`src/rtl/sr_event_gen_pkg.sv`:
```
// Shared definitions for the SR event generator: FSM encoding and counter width.
package sr_event_gen_pkg;

  localparam int CNT_W = 8;

  typedef enum logic [1:0] {
    IDLE  = 2'd0,
    PULSE = 2'd1,
    GAP   = 2'd2
  } fsm_state_t;

  // Terminal value of a counter that must span n cycles (n >= 1).
  function automatic logic [CNT_W-1:0] last_count(input int n);
    return CNT_W'(n - 1);
  endfunction

endpackage

```
`src/rtl/sr_event_gen_sync_debounce.sv`:
```
// One input channel: 2-flop synchronizer, debounce counter and rising-edge strobe.
module sync_debounce
  import sr_event_gen_pkg::*;
#(
  parameter int DEBOUNCE_CYCLES = 16
) (
  input  logic clk,
  input  logic rst_n,
  input  logic raw_in,
  output logic rise
);

  localparam logic [CNT_W-1:0] CNT_LAST = last_count(DEBOUNCE_CYCLES);

  logic             sync1;
  logic             sync2;
  logic             debounced;
  logic [CNT_W-1:0] cnt;

  // rise is a one-cycle strobe registered on the same edge the debounced level goes high
  always_ff @(posedge clk) begin
    if (!rst_n) begin
      sync1     <= 1'b0;
      sync2     <= 1'b0;
      debounced <= 1'b0;
      cnt       <= '0;
      rise      <= 1'b0;
    end else begin
      sync1 <= raw_in;
      sync2 <= sync1;
      rise  <= 1'b0;
      if (sync2 == debounced) begin
        cnt <= '0;
      end else if (cnt == CNT_LAST) begin
        debounced <= sync2;
        cnt       <= '0;
        rise      <= sync2;
      end else begin
        cnt <= cnt + CNT_W'(1);
      end
    end
  end

endmodule

```
`src/rtl/sr_event_gen.sv`:
```
// Turns debounced set/reset events into exclusive, rate-limited one-cycle strobes
// for a downstream SR flip-flop, with a sticky flag for dropped events.
module sr_event_gen
  import sr_event_gen_pkg::*;
#(
  parameter int DEBOUNCE_CYCLES = 16,
  parameter int MIN_GAP         = 4
) (
  input  logic clk,
  input  logic rst_n,
  input  logic set_in,
  input  logic rst_in,
  input  logic clr_ovf,
  output logic s_pulse,
  output logic r_pulse,
  output logic ovf
);

  localparam logic [CNT_W-1:0] GAP_LAST = last_count(MIN_GAP);

  logic             s_rise;
  logic             r_rise;
  fsm_state_t       state;
  fsm_state_t       state_next;
  logic [CNT_W-1:0] gap_cnt;
  logic [CNT_W-1:0] gap_cnt_next;
  logic             pend_s;
  logic             pend_r;
  logic             pend_s_next;
  logic             pend_r_next;
  logic             can_serve;
  logic             serve_s;
  logic             serve_r;
  logic             drop;
  logic             ovf_next;

  sync_debounce #(.DEBOUNCE_CYCLES(DEBOUNCE_CYCLES)) u_set_ch (
    .clk    (clk),
    .rst_n  (rst_n),
    .raw_in (set_in),
    .rise   (s_rise)
  );

  sync_debounce #(.DEBOUNCE_CYCLES(DEBOUNCE_CYCLES)) u_rst_ch (
    .clk    (clk),
    .rst_n  (rst_n),
    .raw_in (rst_in),
    .rise   (r_rise)
  );

  // The last GAP cycle makes the IDLE decision itself so a queued event follows
  // exactly MIN_GAP idle cycles after the previous pulse.
  always_comb begin
    state_next   = state;
    gap_cnt_next = gap_cnt;
    can_serve    = 1'b0;
    serve_s      = 1'b0;
    serve_r      = 1'b0;

    unique case (state)
      IDLE: can_serve = 1'b1;
      PULSE: begin
        state_next   = GAP;
        gap_cnt_next = '0;
      end
      GAP: begin
        if (gap_cnt == GAP_LAST) begin
          state_next = IDLE;
          can_serve  = 1'b1;
        end else begin
          gap_cnt_next = gap_cnt + CNT_W'(1);
        end
      end
      default: state_next = IDLE;
    endcase

    if (can_serve) begin
      if (pend_r) begin
        serve_r    = 1'b1;
        state_next = PULSE;
      end else if (pend_s) begin
        serve_s    = 1'b1;
        state_next = PULSE;
      end
    end
  end

  // A rise lands in a flag being served this cycle without loss; otherwise it is dropped.
  always_comb begin
    pend_s_next = (pend_s & ~serve_s) | s_rise;
    pend_r_next = (pend_r & ~serve_r) | r_rise;
    drop        = (s_rise & pend_s & ~serve_s) | (r_rise & pend_r & ~serve_r);
    ovf_next    = ovf;
    if (drop) begin
      ovf_next = 1'b1;
    end else if (clr_ovf) begin
      ovf_next = 1'b0;
    end
  end

  always_ff @(posedge clk) begin
    if (!rst_n) begin
      state   <= IDLE;
      gap_cnt <= '0;
      pend_s  <= 1'b0;
      pend_r  <= 1'b0;
      s_pulse <= 1'b0;
      r_pulse <= 1'b0;
      ovf     <= 1'b0;
    end else begin
      state   <= state_next;
      gap_cnt <= gap_cnt_next;
      pend_s  <= pend_s_next;
      pend_r  <= pend_r_next;
      s_pulse <= serve_s;
      r_pulse <= serve_r;
      ovf     <= ovf_next;
    end
  end

endmodule

```
`config.mk`:
```
export PLATFORM = sky130hd
export DESIGN_NAME = sr_event_gen
export DESIGN_NICKNAME = d
export VERILOG_FILES = /design/src/rtl/sr_event_gen_pkg.sv /design/src/rtl/sr_event_gen_sync_debounce.sv /design/src/rtl/sr_event_gen.sv
export SDC_FILE = /design/constraint.sdc
export NUM_CORES = 1
export LEC_CHECK = 0
export ABC_AREA = 1
export CAP_MARGIN = 40
export CORE_ASPECT_RATIO = 1.75
export CORE_UTILIZATION = 45
export DETAILED_ROUTE_END_ITERATION = 6
export SKIP_LAST_GASP = 1
export SYNTH_ARGS = -nofsm -noshare
export SYNTH_HDL_FRONTEND = slang
export SYNTH_SLANG_ARGS = --single-unit
```
`constraint.sdc`:
```
create_clock -name clk -period 1.6 [get_ports clk]
set_input_delay 0.24 -clock clk [delete_from_list [all_inputs] [get_ports clk]]
set_output_delay 0.24 -clock clk [all_outputs]
set_load 0.005 [all_outputs]
```
# Word-level counts from Yosys, hierarchy flattened

Cells that the tools add are included.

Add/subtract/negate cells: 3
Multipliers: 0
Div/mod/pow operators: 0
Order comparisons: 0
Equality and inequality tests: 8
Shift operators: 0
Multiplexer cells: 16
Bitwise logic cells: 16
Reductions and logical operators: 10

Operator list:

| cell                                                                   | number |
|---|---|
| 8-bit by 1-bit adder with 8-bit output (second input constant)         | 3 |
| 8-bit by 4-bit equality test with 1-bit output (second input constant) | 2 |
| 8-bit case mux with 2 select lines                                     | 1 |
| 3-bit OR reduction                                                     | 4 |
| 8-bit by 2-bit equality test with 1-bit output (second input constant) | 1 |
| 1-bit two-way mux                                                      | 8 |
| 2-bit two-way mux                                                      | 4 |
| 8-bit two-way mux                                                      | 1 |
| 1-bit NOT                                                              | 7 |
| 1-bit bitwise AND                                                      | 6 |
| 2-bit case mux with 3 select lines                                     | 1 |
| 2-bit AND reduction                                                    | 3 |
| 2-bit nonzero test                                                     | 2 |
| 1-bit OR                                                               | 3 |
| 1-bit equality test                                                    | 2 |
| 2-bit by 1-bit equality test with 1-bit output (second input constant) | 1 |
| 2-bit equality test (second input constant)                            | 1 |
| 2-bit zero test                                                        | 1 |
| 2-bit != test (second input constant)                                  | 1 |
| 1-bit case mux with 2 select lines                                     | 1 |

Flip-flop bits (word level): 39
Latch bits: 0
RAM bits: 0
ROM bits: 0
Output and inout bits: 3
Memories kept: 0

# Depth between registers and ports, before layout

Depth after elaboration: 8
Gate-level depth with buffers: 10
Mapped depth without buffers: 10

# By module

Synthesis repeated with hierarchy kept, for this count alone.

Cell total of the unflattened synthesis: 239
Area total of the unflattened synthesis: 1766.7 um^2

By module, submodules not included:

| module        | instances | cells an instance | area each (um^2) | seq. area each (um^2) |
|---|---|---|---|---|
| sync_debounce | 2         | 70                | 526.8            | 240.2 |
| sr_event_gen  | 1         | 99                | 713.2            | 300.3 |

# Worst setup path before layout

OpenSTA, ideal clock, no wires.

Path type: reg2reg
From: register gap_cnt[0]
To: register ovf
Library setup time: 0.110 ns
Arrival time: 1.144 ns
Path slack: 0.346 ns
Stages on the path, launching flop included: 11
Path buffers: 0
Clock period less this slack: 1.254 ns
Cell sequence: dfxtp_1 > ha_1 > nand2_1 > nor2_2 > nand2_2 > nand2_1 > nand3_1 > nand2_1 > nand3_1 > nand2_1 > inv_1

Longest elaborated chain between the ends: 8
Elaborated cells between the ends (all ways): 12
Those cells by class: 1 x eq/ne; 5 x mux; 5 x bitwise; 1 x reduce/logical

RTL lines:

| element                                                 | RTL line            | RTL |
|---|---|---|
| from (decl)                                             | sr_event_gen.sv:25  | `logic [CNT_W-1:0] gap_cnt;` |
| from (signal assigned)                                  | sr_event_gen.sv:112 | `gap_cnt <= gap_cnt_next;` |
| 8-bit by 2-bit equality test with 1-bit output (*)      | sr_event_gen.sv:67  | `if (gap_cnt == GAP_LAST) begin` |
| 1-bit two-way mux (*)                                   | sr_event_gen.sv:67  |  |
| 1-bit case mux with 2 select lines (*)                  | sr_event_gen.sv:60  | `unique case (state)` |
| 1-bit two-way mux                                       | sr_event_gen.sv:77  | `if (can_serve) begin` |
| 1-bit NOT                                               | sr_event_gen.sv:92  | `drop = (s_rise & pend_s & ~serve_s) \| (r_rise & pend_r & ~serve_r);` |
| 1-bit bitwise AND                                       | sr_event_gen.sv:92  |  |
| 1-bit OR (*)                                            | sr_event_gen.sv:92  |  |
| 1-bit two-way mux or 2-bit nonzero test (tied branches) | -                   |  |
| to (signal assigned)                                    | sr_event_gen.sv:117 | `ovf <= ovf_next;` |
| to (decl)                                               | sr_event_gen.sv:16  | `output logic ovf` |

Mark *: on every way between the ends. The rest lies on a longest branch, timed or not.
A chain may end at the register's enable or synchronous reset.

# Final worst setup path

Ends and elaborated chain as after synthesis.

==> metrics.md <==
| Metric | Value |
|---|---|
| Run status | finished, final reports clean |
| Area grow syn2layout | 14.5% |
| Vias in the first global route | 1246 |
| TNS Setup | 0 ns |
| Endpoints failing hold | 0 |
| Synth top area share | 48.1% |
| CTS root buffer | clkbuf_8 |
| NumNets Final | 232 |
| Most Frequent Cell on Critical Path | nand2_1 |
| Finished layout cell area | 1860 µm² |
| Count of cell types in the netlist | 25 |
| Max Clock Skew | about 0.0077 ns |
| Yosys warnings | 0 |
| CP peak stage delay | 0.38 ns |
| Remaining Overflow, GRT | 0 |
| Drt total wl | between 2000 and 3000 µm |
| Minimum clock period after layout | 1.39 ns |
| Met1 global-route usage | 18.3% |
| Final setup viols | 0 |
| First-pass GRT wire length | 4950 µm |
| Worst VDD drop | 0.000726 V |
| CTS tree | built |
| Max Clock Freq | 719 MHz |
| Tot Pwr | between 1.5 and 2 mW |
| Busiest grt layer | met2 |
| DP HPWL | 2190 µm |
| TritonCTS buffer count | 5 |
| GR Util met3 | 5.27% |
| DR vias | 1309 |
| # H-tree levels | 2 |
| DIE WIDTH | ~47 µm |
| Crit. End Element | register |
| Initial DRC count | 28 |
| Dpl cell area | 1760 µm² |
| Share of cells above drive strength 1 | 9.78% |
| Rows | 28 |
| Worst setup path class | register to register |
| Worst-skew pair later-pin latency | around 0.29 ns |
| Drt pass-1 iters | 4 |
| Initial core utilization | 47.7% |
| Slew @ Worst Pin | around 0.33 ns |
| Initial antenna violation count | 0 |
| Post-synth EDFFs | 0 |
| ANT cells | 0 |
| Post-synthesis sequential area ratio | 48.1% |
| Buf/Inv on CP | 1 |
| Mapped Cells | about 210 |
| Wire per inst | 10.6 µm |
| Post-DR vias/cell | 4.85 |
| DIE HEIGHT | between 80 and 90 µm |
| Cell-by-cell trace of the critical path | ha_1 > nand2_1 > nor2_2 > nand2_2 > nand2_1 > nand3_1 > nand2_1 > nand3_1 > nand2_1 > inv_1 |
| Post-route DRC violation count | 0 |
| GP Congestion | 0.872 |
| Mean Syn Cell Area | about 7.8 µm² |
| WHS | 0.417 ns |
| Cell taking the most area after synthesis | dfxtp_1 |
| Worst EP arrival | about 1.6 ns |
| Pins Over Slew Limit | 0 |
| Lkg Pwr | 0.725 nW |
| RSZ-0062 raised after global routing | false |
| Final setup margin | 0.209 ns |
| CTS sink count | 39 |
| Synth Cell Area | 1620 µm² |
| Clock buffer depth | 2 |
| Async set-or-reset flop fraction in the synthesized netlist | 0% |
| Largest net degree at the start of global routing | 12 |
| Cells taking the most area after synthesis | dfxtp_1 (48%), nand2_1 (10%), inv_1 (6.5%) |
| Most numerous cell in the Yosys netlist | nand2_1 |
| Crit-path slowest cell | dfxtp_1 |
| Final ANT Viol Nets | 0 |
| Required @ worst endpoint | 1.79 ns |
| # IOs | 8 |
| Hold-fix buffers, CTS | 0 |
| Flops & latches, synth | 39 |
| Period utilisation layout | 86.9% |
| Largest fanout on the critical path | 4 |
| Tot GR Track Use | 17.8% |
| Pwr dens | roughly 890 nW/µm² |
| Rel. slew slack | 77.8% |
| Cells after DPL | 262 |
| Max-capacitance violation count | 0 |
| Post-Place Worst Slack | 0.140 ns |
| Core area | between 3000 and 4000 µm² |
| Met2 usage | 31.9% |
| Hold crit path type | register to register |
| Final Util | 54.6% |
| Top_reg_cell synth | dfxtp_1 |
| Critical Path Source Type | register |
| Top Family by Delay on Critical Path | simple AND/OR/NAND/NOR gates |
| Synth cell count leaders | nand2_1 (43), dfxtp_1 (39), inv_1 (28) |
| Reg clk slew, reported paths | about 0.070 ns |
| DIE AREA | approximately 3900 µm² |
| Non-Filler Instances | 270 |
| Number of port buffers | 7 |
| Post-Syn Nets | around 220 |
==> repair_timing <==
action	in CTS	in global routing
resized for setup	0	2
buffers inserted	0	0
endpoints found under the setup margin	0	1
==> area by class of cell <==
type | instances | area (µm²)
fill | 356 | 1540
timing repair buffer | 10 | 92.6
clock inverter | 1 | 5.00
tap | 45 | 56.3
inverter | 29 | 111
multi-input combinational | 139 | 734
sequential | 39 | 781
clock buffer | 7 | 76.3
==> state kept, by name, summed over array words and instances (netlist names) <==
register,count
u_rst_ch.sync2,1
u_set_ch.sync1,1
u_set_ch.debounced,1
r_pulse,1
state,2
u_set_ch.sync2,1
u_rst_ch.debounced,1
u_set_ch.cnt,8
s_pulse,1
u_set_ch.rise,1
ovf,1
u_rst_ch.sync1,1
u_rst_ch.rise,1
gap_cnt,8
u_rst_ch.cnt,8
pend_r,1
pend_s,1
==> worst reg2reg max path: cells and delay by family (launching register included) <==
kind          cells  cell delay [ns]
fa+ha+maj         1             0.21
simple gates      8             0.68
flops             1             0.38
buf+inv           1             0.03
==> metal layers <==
layer	part of all wire [%]	vias to the layer above
met5	0	-
met4	1.7	0
met3	2.1	6
met2	56	13
met1	40	595
li1	-	695
==> cells in the final DEF, fill, tap and decap left out <==
master	Yosys	routed
a211oi_1	1	1
a21oi_1	16	16
a21oi_2	1	1
buf_4	0	3
clkbuf_1	2	2
clkbuf_8	0	5
clkdlybuf4s50_1	0	7
clkinv_2	0	1
dfxtp_1	39	39
ha_1	3	3
inv_1	28	28
inv_4	1	1
nand2_1	43	43
nand2_2	1	1
nand2_4	2	2
nand3_1	17	16
nand3_2	1	1
nand3_4	0	1
nand3b_1	3	3
nand4_1	2	2
nor2_1	20	20
nor2_2	4	4
nor3_1	4	4
nor3_2	1	1
nor3b_1	3	3
o21a_1	1	1
o21ai_0	8	8
o21ai_2	1	1
or2_0	1	1
xor2_1	6	6
==> final timing paths <==
check                               startpoint              to  slack, ns  cells after the start
worst max-delay path                gap_cnt[0]             ovf       0.21                     10
worst min-delay path            u_rst_ch.sync1  u_rst_ch.sync2       0.42                      2
worst max register to register      gap_cnt[0]             ovf       0.21                     10
worst min register to register  u_rst_ch.sync1  u_rst_ch.sync2       0.42                      2
==> where the power goes <==
part | leakage (nW) | total (mW) | internal [mW] | switching, mW
Combinational | 0.368 | 0.0389 | 0.0183 | 0.0206
Sequential | 0.315 | 0.980 | 0.976 | 0.00354
Clock | 0.0422 | 0.629 | 0.306 | 0.323
==> cells by family (layout without fill, tap and decap cells) <==
group | after synthesis | count (layout) | share of synthesized area (%)
DFF | 39 | 39 | 48.1
adders and majority gates | 3 | 3 | 2.32
xor gates and xnor gates | 6 | 6 | 3.24
buffers and inverters | 31 | 47 | 7.33
AOI/OAI and AO/OA | 28 | 28 | 9.41
and+or+nand+nor | 102 | 102 | 29.6
No activity file was read; power rests on OpenSTA's default activity.
